## config.mk

```make
export PLATFORM = sky130hd
export DESIGN_NAME = turf_l1_capture
export DESIGN_NICKNAME = d
export VERILOG_FILES = /design/src/rtl/turf_l1_pkg.sv /design/src/rtl/turf_l1_chan.sv /design/src/rtl/turf_l1_capture.sv
export SDC_FILE = /design/constraint.sdc
export NUM_CORES = 2
export LEC_CHECK = 0
export ABC_AREA = 1
export BUFFER_PORTS_ARGS = -buffer_cell sky130_fd_sc_hd__buf_2
export CAP_MARGIN = 10
export CORE_UTILIZATION = 45
export CTS_CLUSTER_DIAMETER = 40
export DETAILED_ROUTE_END_ITERATION = 6
export PLACE_DENSITY = 0.63
export SETUP_SLACK_MARGIN = 0.05
export SYNTH_ARGS = -nofsm -noshare
export SYNTH_HDL_FRONTEND = slang
export SYNTH_HIERARCHICAL = 1
export SYNTH_SLANG_ARGS = --single-unit
```

## constraint.sdc

```tcl
create_clock -name CLK125 -period 50.3 [get_ports CLK125]
set_clock_uncertainty 0.2 [all_clocks]
set_input_delay 5.03 -clock CLK125 [delete_from_list [all_inputs] [get_ports CLK125]]
set_output_delay 5.03 -clock CLK125 [all_outputs]
set_load 0.01 [all_outputs]
```

## src/rtl/turf_l1_pkg.sv

```systemverilog
// turf_l1_pkg: shared types and defaults for the TURF L1 capture.
// Channel FSM encoding, default sizes and index-width helper.
package turf_l1_pkg;

  typedef enum logic {
    ST_IDLE = 1'b0,
    ST_DEAD = 1'b1
  } chan_st_t;

  localparam int DEF_NUM_SURFS     = 12;
  localparam int DEF_NUM_TRIG      = 4;
  localparam int DEF_SYNC_STAGES   = 2;
  localparam int DEF_HOLDOFF_BITS  = 4;
  localparam int DEF_SCALER_BITS   = 16;
  localparam int DEF_STUCK_TIMEOUT = 1024;

  function automatic int chan_idx_w(input int n);
    return (n > 1) ? $clog2(n) : 1;
  endfunction

endpackage

```

## src/rtl/turf_l1_chan.sv

```systemverilog
// turf_l1_chan: one L1 channel - sync, edge, dead time, stuck, scaler.
// Live scaler is built only with TURF_L1_SCALER_EN defined.
module turf_l1_chan
  import turf_l1_pkg::*;
#(
  parameter int SYNC_STAGES   = DEF_SYNC_STAGES,
  parameter int HOLDOFF_BITS  = DEF_HOLDOFF_BITS,
  parameter int SCALER_BITS   = DEF_SCALER_BITS,
  parameter int STUCK_TIMEOUT = DEF_STUCK_TIMEOUT
) (
  input  logic                    clk,
  input  logic                    rst_n,
  input  logic                    l1,
  input  logic                    mask,
  input  logic [HOLDOFF_BITS-1:0] holdoff,
  input  logic                    latch,
  output logic                    l1_edge,
  output logic                    stuck,
  output logic [SCALER_BITS-1:0]  live
);

  localparam int HW = $clog2(STUCK_TIMEOUT + 1);
  localparam logic [HW-1:0] TMO = HW'(STUCK_TIMEOUT);

  logic [SYNC_STAGES-1:0]  sync_q;
  logic                    s;
  logic                    p_q;
  logic                    rise;
  logic                    accept;
  chan_st_t                st_q;
  chan_st_t                st_d;
  logic [HOLDOFF_BITS-1:0] cnt_q;
  logic [HOLDOFF_BITS-1:0] cnt_d;
  logic [HW-1:0]           hcnt_q;
  logic [HW-1:0]           hcnt_inc;

  assign s        = sync_q[SYNC_STAGES-1];
  assign rise     = s & ~p_q;
  assign accept   = (st_q == ST_IDLE) & rise & ~mask & ~stuck;
  assign hcnt_inc = (hcnt_q == TMO) ? hcnt_q : hcnt_q + 1'b1;

  // synchroniser chain and one-cycle delayed copy for edge detect
  always_ff @(posedge clk or negedge rst_n) begin
    if (!rst_n) begin
      sync_q <= '0;
      p_q    <= 1'b0;
    end else begin
      sync_q <= {sync_q[SYNC_STAGES-2:0], l1};
      p_q    <= s;
    end
  end

  // dead-time FSM next state; holdoff sampled only on entry to DEAD
  always_comb begin
    st_d  = st_q;
    cnt_d = cnt_q;
    case (st_q)
      ST_IDLE: begin
        if (accept && holdoff != '0) begin
          st_d  = ST_DEAD;
          cnt_d = holdoff;
        end
      end
      ST_DEAD: begin
        cnt_d = cnt_q - 1'b1;
        if (cnt_q == HOLDOFF_BITS'(1)) st_d = ST_IDLE;
      end
      default: st_d = ST_IDLE;
    endcase
  end

  // FSM state, dead count and registered edge pulse
  always_ff @(posedge clk or negedge rst_n) begin
    if (!rst_n) begin
      st_q    <= ST_IDLE;
      cnt_q   <= '0;
      l1_edge <= 1'b0;
    end else begin
      st_q    <= st_d;
      cnt_q   <= cnt_d;
      l1_edge <= accept;
    end
  end

  // consecutive-high counter; stuck flag follows the saturated count
  always_ff @(posedge clk or negedge rst_n) begin
    if (!rst_n) begin
      hcnt_q <= '0;
      stuck  <= 1'b0;
    end else if (!s) begin
      hcnt_q <= '0;
      stuck  <= 1'b0;
    end else begin
      hcnt_q <= hcnt_inc;
      stuck  <= (hcnt_inc == TMO);
    end
  end

`ifdef TURF_L1_SCALER_EN
  localparam logic [SCALER_BITS-1:0] SMAX = '1;

  // saturating live scaler; a latch restarts it at 0 or 1
  always_ff @(posedge clk or negedge rst_n) begin
    if (!rst_n) begin
      live <= '0;
    end else if (latch) begin
      live <= {{(SCALER_BITS-1){1'b0}}, accept};
    end else if (accept && live != SMAX) begin
      live <= live + 1'b1;
    end
  end
`else
  logic unused_latch;
  assign unused_latch = latch;
  assign live = '0;
`endif

endmodule

```

## src/rtl/turf_l1_capture.sv

```systemverilog
// turf_l1_capture: L1 trigger capture into CLK125 with per-channel scalers.
// Define TURF_L1_SCALER_EN to build scalers, shadows and readout.
module turf_l1_capture
  import turf_l1_pkg::*;
#(
  parameter int NUM_SURFS     = DEF_NUM_SURFS,
  parameter int NUM_TRIG      = DEF_NUM_TRIG,
  parameter int SYNC_STAGES   = DEF_SYNC_STAGES,
  parameter int HOLDOFF_BITS  = DEF_HOLDOFF_BITS,
  parameter int SCALER_BITS   = DEF_SCALER_BITS,
  parameter int STUCK_TIMEOUT = DEF_STUCK_TIMEOUT,
  localparam int NCH  = NUM_SURFS * NUM_TRIG,
  localparam int SELW = chan_idx_w(NCH)
) (
  input  logic                    CLK125,
  input  logic                    RST_N,
  input  logic [NCH-1:0]          L1,
  input  logic [NCH-1:0]          MASK,
  input  logic [HOLDOFF_BITS-1:0] HOLDOFF,
  output logic [NCH-1:0]          L1_EDGE,
  output logic [NUM_SURFS-1:0]    L1_ANY,
  output logic [NCH-1:0]          STUCK,
  input  logic                    SCALER_LATCH,
  input  logic [SELW-1:0]         SCALER_SEL,
  output logic [SCALER_BITS-1:0]  SCALER_DATA,
  output logic                    SCALER_VALID
);

  logic [1:0]                        rst_q;
  logic                              rst_n;
  logic [NCH-1:0][SCALER_BITS-1:0]   live_all;

  assign rst_n = rst_q[1];

  // reset asserts at once, releases two clocks after RST_N rises
  always_ff @(posedge CLK125 or negedge RST_N) begin
    if (!RST_N) rst_q <= '0;
    else        rst_q <= {rst_q[0], 1'b1};
  end

  for (genvar c = 0; c < NCH; c++) begin : g_chan
    turf_l1_chan #(
      .SYNC_STAGES  (SYNC_STAGES),
      .HOLDOFF_BITS (HOLDOFF_BITS),
      .SCALER_BITS  (SCALER_BITS),
      .STUCK_TIMEOUT(STUCK_TIMEOUT)
    ) u_chan (
      .clk    (CLK125),
      .rst_n  (rst_n),
      .l1     (L1[c]),
      .mask   (MASK[c]),
      .holdoff(HOLDOFF),
      .latch  (SCALER_LATCH),
      .l1_edge(L1_EDGE[c]),
      .stuck  (STUCK[c]),
      .live   (live_all[c])
    );
  end

  // per-SURF OR of that SURF's edge pulses, one cycle behind
  always_ff @(posedge CLK125 or negedge rst_n) begin
    if (!rst_n) begin
      L1_ANY <= '0;
    end else begin
      for (int i = 0; i < NUM_SURFS; i++)
        L1_ANY[i] <= |L1_EDGE[i*NUM_TRIG +: NUM_TRIG];
    end
  end

`ifdef TURF_L1_SCALER_EN
  logic [NCH-1:0][SCALER_BITS-1:0] shadow_q;

  // snapshot every live scaler on a latch pulse
  always_ff @(posedge CLK125 or negedge rst_n) begin
    if (!rst_n) begin
      shadow_q     <= '0;
      SCALER_VALID <= 1'b0;
    end else if (SCALER_LATCH) begin
      shadow_q     <= live_all;
      SCALER_VALID <= 1'b1;
    end
  end

  // registered shadow read; out-of-range index reads 0
  always_ff @(posedge CLK125 or negedge rst_n) begin
    if (!rst_n) begin
      SCALER_DATA <= '0;
    end else if (32'(SCALER_SEL) < NCH) begin
      SCALER_DATA <= shadow_q[SCALER_SEL];
    end else begin
      SCALER_DATA <= '0;
    end
  end
`else
  logic unused_scaler;
  assign unused_scaler = ^{SCALER_SEL, live_all};
  assign SCALER_DATA   = '0;
  assign SCALER_VALID  = 1'b0;
`endif

endmodule

```

==> impl_metrics.ini <==
[sta]
hold_slack_ns = 0.136
hold_violations = 0
maxSlewHeadroom_pct = 35.9
period_share_pct = 13.4
rsz0062_at_grt = false
slew_viol_final = 0
tns_ns = 0
worst_pin_slew_ns = 0.962
setup-violations-final = 0
fmax_mhz = 148
period_minus_slack_ns = 6.73

[critical_path]
critical_path.top_delay_family = flip-flops
cp_cell_sequence = buf_2
crit_path_end = L1_EDGE[10]
r2r_end = g_chan[41].u_chan/hcnt_q[2]
critPathCaptureType = output port
ff2ff_path_depth = 7
cp_slowest_cell = dfrtp_1
critPathBufInv = 1
cp.depth = 1
critPathMaxFanout = 2
arrival_ns = 1.50
r2r_setup_slack_ns = 44.02
r2r_start = rst_q[1]
cp_slowest_stage_delay_ns = 0.50
startpoint = g_chan[10].u_chan/l1_edge
crit_type = reg -> out
crit_path_start_kind = flip-flop
worstPathRequired_ns = 45.07

[pwr]
p_per_area_nw_per_um2 = 43.9
ir_drop_v = 0.0000336
static-leakage-power_nw = 31.5

[clocking]
clock-sinks = 1022
insertion_delay_ns = 0.78
root_buffer = clkbuf_16
clockBufferDepth = 3
cts_hold_buf = 0
cts.repair.resized = 0
numCtsBuffers = 165
path_clk_slew_ns = 0.05
htreeDepth = 4
cts_tree = done
post_cts_buffers = 0

[floorplan]
start_util_pct = 45.5
die_y_um = 348
rows = 126
die_x_um = 348
io_pins = 234
dieArea_um2 = 121000
core_area_um2 = 118000

[final_layout]
layout-drive-gt1-share_pct = 13.6
final_nets = 7573
multiInputGateArea_um2 = 24500
mostFrequentLayoutCells = nand2_1 (1973), dfrtp_1 (1021), nor2_1 (935)
syn_to_final_growth_pct = 16.7
seq_area_um2 = 25600
fill_cells = 11000
final_common_cell = nand2_1

[placed_design]
io_buffers = 209
globalplace.congestion = 0.845
dpl.hpwl_um = 80600

[route]
ant_nets = 0
drt_iter0_drc = 2374
dr.pass1.iters = 5
wl_per_cell_um = 12.8
wl_um = 115000
via_per_inst = 4.84
drc = 0
vias = 43300

[logic_synthesis]
syn_avg_cell_area_um2 = 7.82
netlist_area_um2 = 53800
ys_warn_count = 6
syn_inst = 6879

[grt]
grt_max_degree = 160
antenna_found_initial = 10
overflow = 0
grt_pass1_vias = 42300
grt_usage_pct = 19.5
grt_pass1_wl_um = 198000

[job]
max_cap_violations = 0

[hold_path]
hold_class = reg -> reg

[run_status]
outcome = completed
## metrics by stage
stage	std cells	cell area (µm²)	power (mW)	worst slack (ns)	util [%]
final	8952	62700	2.76	43.57	53.1
after CTS	8951	62700	2.79	43.45	53.1
after global placement	8641	56800	1.57	42.93	48.1
after global routing	8952	62700	2.94	42.78	53.1
after detailed placement	8641	56800	1.58	42.92	48.1
after floorplan	6895	53800	1.45	19.50	-
## flip-flops by register name, summed over array words and instances (netlist names)
register               cells
g_chan.u_chan/p_q         48
g_chan.u_chan/sync_q      96
g_chan.u_chan/l1_edge     48
g_chan.u_chan/hcnt_q     528
g_chan.u_chan/stuck       48
L1_ANY                    12
g_chan.u_chan/st_q        48
g_chan.u_chan/cnt_q      192
rst_q                      2
## routing by layer
layer	track usage, %	part of all wire (%)	routed length [µm]	vias up
met5	0	0.060	69	-
met4	6.30	2.4	2750	10
met3	3.46	3.5	4020	198
li1	-	-	-	22300
met1	25.8	47	54400	20300
met2	32.3	47	53400	525
## area by class of cell
class	instances	area share (%)
Sequential cell	1022	40.8
Multi-Input combinational cell	4900	39.1
Clock buffer	193	7.05
Inverter	956	5.72
Tap cell	1536	3.06
Clock inverter	117	2.36
Timing Repair Buffer	227	1.92
Antenna cell	1	0.00399
## worst min path at each step
stage / startpoint / endpoint / cells past startpoint
2_1_floorplan: g_chan[0].u_chan/sync_q[0] / g_chan[0].u_chan/sync_q[1] / 0
3_3_place_gp: g_chan[24].u_chan/sync_q[0] / g_chan[24].u_chan/sync_q[1] / 0
3_5_place_dp: g_chan[28].u_chan/sync_q[0] / g_chan[28].u_chan/sync_q[1] / 0
4_1_cts: g_chan[28].u_chan/sync_q[0] / g_chan[28].u_chan/sync_q[1] / 0
5_1_grt: g_chan[21].u_chan/sync_q[0] / g_chan[21].u_chan/sync_q[1] / 0
6_report: g_chan[43].u_chan/sync_q[0] / g_chan[43].u_chan/sync_q[1] / 0
## where the power goes
part / switching [mW] / leakage [nW] / total (mW) / internal (mW)
Sequential: 0.137 / 13.3 / 1.08 / 0.947
Clock: 0.438 / 2.87 / 1.19 / 0.748
Combinational: 0.286 / 15.3 / 0.487 / 0.202
Note: power is estimated with default switching activity, not from simulation.
